==> src/rtl/rv_div_seq.sv <==
// RV32M DIV/DIVU/REM/REMU radix-2 restoring divider: 34 cycles normal, 2 for div-by-zero/overflow.
// Backpressure: o_stall holds upstream while a start is pending in IDLE and throughout CALC.
module rv_div_seq #(
  parameter int XLEN = 32
) (
  input  logic            i_clk,
  input  logic            i_reset_n,
  input  logic            i_flush,
  input  logic            i_start,
  input  logic [2:0]      i_funct3,
  input  logic [XLEN-1:0] i_op1,
  input  logic [XLEN-1:0] i_op2,
  output logic            o_stall,
  output logic            o_valid,
  output logic [XLEN-1:0] o_result
);

  localparam int CW = $clog2(XLEN);

  typedef enum logic [1:0] {IDLE, CALC, DONE} state_t;

  state_t          state;
  logic [CW-1:0]   cnt;
  logic [XLEN-1:0] rem;
  logic [XLEN-1:0] quo;
  logic [XLEN-1:0] dvs;
  logic            neg_q;
  logic            neg_r;
  logic            sel_rem;

  logic            is_signed;
  logic [XLEN-1:0] abs1;
  logic [XLEN-1:0] abs2;
  logic            div_zero;
  logic            ovf;
  logic [XLEN:0]   rem_sh;
  logic [XLEN:0]   trial;
  logic            trial_ok;
  logic [XLEN-1:0] rem_nx;
  logic [XLEN-1:0] quo_nx;
  logic [XLEN-1:0] q_fix;
  logic [XLEN-1:0] r_fix;
  logic            unused_funct3_b2;

  // funct3[2] only distinguishes the M-extension group upstream
  assign unused_funct3_b2 = i_funct3[2];

  assign is_signed = ~i_funct3[0];
  assign abs1      = (is_signed && i_op1[XLEN-1]) ? -i_op1 : i_op1;
  assign abs2      = (is_signed && i_op2[XLEN-1]) ? -i_op2 : i_op2;
  assign div_zero  = (i_op2 == '0);
  assign ovf       = is_signed && (i_op1 == {1'b1, {(XLEN-1){1'b0}}}) && (i_op2 == '1);

  // One restoring step; trial sign bit decides the quotient bit
  assign rem_sh   = {rem, quo[XLEN-1]};
  assign trial    = rem_sh - {1'b0, dvs};
  assign trial_ok = ~trial[XLEN];
  assign rem_nx   = trial_ok ? trial[XLEN-1:0] : rem_sh[XLEN-1:0];
  assign quo_nx   = {quo[XLEN-2:0], trial_ok};
  assign q_fix    = neg_q ? -quo_nx : quo_nx;
  assign r_fix    = neg_r ? -rem_nx : rem_nx;

  assign o_stall = (state == CALC) || ((state == IDLE) && i_start);

  always_ff @(posedge i_clk) begin
    if (!i_reset_n || i_flush) begin
      state    <= IDLE;
      cnt      <= '0;
      rem      <= '0;
      quo      <= '0;
      dvs      <= '0;
      neg_q    <= 1'b0;
      neg_r    <= 1'b0;
      sel_rem  <= 1'b0;
      o_valid  <= 1'b0;
      o_result <= '0;
    end else begin
      case (state)
        IDLE: begin
          o_valid <= 1'b0;
          if (i_start) begin
            sel_rem <= i_funct3[1];
            dvs     <= abs2;
            neg_q   <= is_signed && (i_op1[XLEN-1] ^ i_op2[XLEN-1]);
            neg_r   <= is_signed && i_op1[XLEN-1];
            // Special cases are already architecturally final: no fix-up
            if (div_zero) begin
              state    <= DONE;
              o_valid  <= 1'b1;
              o_result <= i_funct3[1] ? i_op1 : '1;
            end else if (ovf) begin
              state    <= DONE;
              o_valid  <= 1'b1;
              o_result <= i_funct3[1] ? '0 : {1'b1, {(XLEN-1){1'b0}}};
            end else begin
              state <= CALC;
              cnt   <= CW'(XLEN - 1);
              rem   <= '0;
              quo   <= abs1;
            end
          end
        end
        CALC: begin
          rem <= rem_nx;
          quo <= quo_nx;
          cnt <= cnt - 1'b1;
          if (cnt == '0) begin
            state    <= DONE;
            o_valid  <= 1'b1;
            o_result <= sel_rem ? r_fix : q_fix;
          end
        end
        DONE: begin
          state   <= IDLE;
          o_valid <= 1'b0;
        end
        default: begin
          state   <= IDLE;
          o_valid <= 1'b0;
        end
      endcase
    end
  end

endmodule
==> config.mk <==
export PLATFORM = sky130hd
export DESIGN_NAME = rv_div_seq
export DESIGN_NICKNAME = d
export VERILOG_FILES = /design/src/rtl/rv_div_seq.sv
export SDC_FILE = /design/constraint.sdc
export NUM_CORES = 1
export LEC_CHECK = 0
export CAP_MARGIN = 40
export CORE_ASPECT_RATIO = 0.5
export CORE_MARGIN = 3
export CORE_UTILIZATION = 55
export DETAILED_ROUTE_END_ITERATION = 10
export PLACE_DENSITY = 0.77
export SLEW_MARGIN = 20
export SYNTH_ARGS = -nofsm -noshare
export SYNTH_HDL_FRONTEND = slang
export SYNTH_SLANG_ARGS = --single-unit
==> constraint.sdc <==
create_clock -name i_clk -period 7.3 [get_ports i_clk]
set_clock_uncertainty 0.1 [all_clocks]
set_input_delay 2.19 -clock i_clk [delete_from_list [all_inputs] [get_ports i_clk]]
set_output_delay 2.19 -clock i_clk [all_outputs]
set_load 0.02 [all_outputs]
==> flow_metrics.tcl <==
set metrics [dict create \
    clk_path_buf_depth 2 \
    fin_crit_ns 6.12 \
    cts_sinks 139 \
    wl_per_cell_um 21.7 \
    rows 37 \
    ctsResizeCount 0 \
    crit_fanout 8 \
    grt.total_usage 0.358 \
    syn_area_per_cell_um2 7.27 \
    leakage_uw 0.00505 \
    io_pins 105 \
    p_per_area_nw_per_um2 180 \
    maxCapViolations 0 \
    holdCritPathClass "flop to flop" \
    drive_gt1_frac 0.0628 \
    clk_pin_slew_ns 0.05 \
    synth_top_family_by_area "compound AO/OA/AOI/OAI gates" \
    holdWs_ns 0.362 \
    drc_errors 0 \
    crit_slowest_cell "clkdlybuf4s50_1" \
    grt_pass1_wl_um 65500 \
    worst_slew_pin_slew_ns 0.845 \
    hold_viol_final 0 \
    dr.pass1.iters 6 \
    start_util 0.567 \
    synthCells 1626 \
    yosysTopAreaCell "dfxtp_1" \
    rsz0062_at_grt "no" \
    globalplace.congestion 0.960 \
    end_kind "output port" \
    cts_made_buffers 17 \
    mostFrequentLayoutCell "nor2_1" \
    synth-edff-count 0 \
    cts_tree "yes" \
    yosysSeqAreaShare 0.236 \
    netlist_top_cells_area "dfxtp_1, nor2_1, a21oi_1" \
    place_ws_ns 1.20 \
    postCtsHoldBufs 0 \
    postLayoutCellArea_um2 13700 \
    grt_overflow_total 0 \
    synthFlopType "dfxtp_1" \
    wl_um 42500 \
    antenna_found_initial 1 \
    syn_nets 1737 \
    arrival_ns 3.83 \
    antennaDiodeCount 0 \
    nNetsFinal 1787 \
    yosys.area_share.simple 0.234 \
    synth-compound-area-share 0.309 \
    final.setup.worst_slack_ns 1.18 \
    period_share 0.838 \
    die_area_um2 23400 \
    yosys-mux-area-fraction 0.0312 \
    synth_cell_type_count 89 \
    max_slew_margin 0.437 \
    yosysWarnings 0 \
    status "complete, no violations" \
    synth_area_um2 11800 \
    htreeDepth 4 \
    vias_per_cell 6.76 \
    synth_fa_ha_area_frac 0.0430 \
    critPathRequiredTime_ns 5.01 \
    synth_xor_area_frac 0.0912 \
    synth_top_area_frac 0.236 \
    final_cell_mix "nor2_1, a21oi_1, dfxtp_1, nand2_1, clkdlybuf4s50_1" \
    dp_hpwl_um 31100 \
    clk_latency_ns 0.45 \
    vdd_drop_max_mv 0.164 \
    coreArea_um2 20800 \
    cts_setup_buffers 0 \
    areaGrowthSynthToFinish_pct 15.6 \
    die_x_um 213 \
    post_dp_cell_area_um2 13000 \
    synthArstFlopShare 0 \
    root_buffer "clkbuf_16" \
    max_freq_mhz 163 \
    slowest_delay_ns 0.62 \
    crit_chain "clkdlybuf4s50_1 -> nand2_1 -> nand2_1 -> clkdlybuf4s50_1" \
    worstSetupStartpointType "input port" \
    vias 13200 \
    grt_max_degree 69 \
    path_class "input port to output port" \
    setup_viol 0 \
    ant_nets 0 \
    drtIter0Drc 1593 \
    chipHeight_um 110 \
    fillers 1812 \
    final_max_slew_viol_count 0 \
    grt_pass1_vias 12100 \
    fin_setup_tns_ns 0 \
    io_buffer_count 103 \
    ys_seq_elements 139 \
]
-- registers in the layout, indices dropped and copies added (netlist names) --
register  count
o_valid       1
rem          32
neg_q         1
quo          32
cnt           5
o_result     32
sel_rem       1
dvs          32
neg_r         1
state         2
-- critical path: cells and delay by family --
family	cells	cell delay (ns)
buffers and inverters	2	1.11
AND/OR/NAND/NOR	2	0.52
-- synthesized netlist by cell type (all sizes together) (13+ instances only) --
cell type / n
nand2: 115
o21ai: 108
xnor2: 70
a31oi: 16
or3: 21
o21a: 15
nor3: 45
o41ai: 17
or4: 16
a22oi: 18
o211ai: 14
buf: 30
a21o: 15
dfxtp: 139
mux2i: 29
nor2: 233
a211oi: 59
nand2b: 13
ha: 39
nor4: 24
o31ai: 31
a21oi: 155
inv: 68
nand3: 20
xor2: 53
nand4: 23
nor2b: 13
clkbuf: 72
-- power breakdown --
part	switching (uW)	leakage (uW)	internal, uW	total, uW
clock	364	0.000300	575	940
sequential	25.5	0.00113	781	807
combinational	450	0.00362	263	713
-- routing by layer --
layer	track usage	share of wire	up-vias
li1	-	-	6090
met1	0.515	0.44	6226
met2	0.530	0.40	820
met3	0.0773	0.12	110
met4	0.125	0.032	2
met5	0	0.00019	-
-- cell families (layout without fill, tap and decap cells) --
kind of cell    Yosys count  count (layout)
compound gates          546             546
xor+xnor                123             123
fa+ha+maj                40              40
buf+inv                 170             232
flops                   139             139
mux                      36              36
simple gates            572             572
-- area by class of cell --
| class | instances | area (um^2) | share of cell area |
|---|---|---|---|
| multi-input cells | 1317 | 8390 | 0.614 |
| clock inverters | 8 | 133 | 0.00971 |
| inverters | 68 | 255 | 0.0187 |
| flip-flops and latches | 139 | 2780 | 0.204 |
| repair buffers | 133 | 1270 | 0.0930 |
| well taps | 273 | 342 | 0.0250 |
| clock buffers | 23 | 488 | 0.0357 |
-- worst paths after layout --
path | to | slack [ns] | depth (start not counted) | start
setup reg to reg | o_result[24]$_SDFFE_PP0P_ | 1.26 | 20 | quo[31]$_SDFFE_PP0P_
hold / removal | dvs[31]$_SDFFE_PP0P_ | 0.36 | 2 | dvs[31]$_SDFFE_PP0P_
setup / recovery | o_stall | 1.18 | 4 | i_start
hold reg to reg | dvs[31]$_SDFFE_PP0P_ | 0.36 | 2 | dvs[31]$_SDFFE_PP0P_
-- per-stage QoR --
stage	total power [uW]	cells	utilization
floorplan	1290	1626	-
global placement	1490	1925	0.624
detailed placement	1500	1929	0.625
CTS	2430	1960	0.655
global route	2550	1961	0.656
finish	2460	1961	0.656
Power figures use the tool's default switching activity.
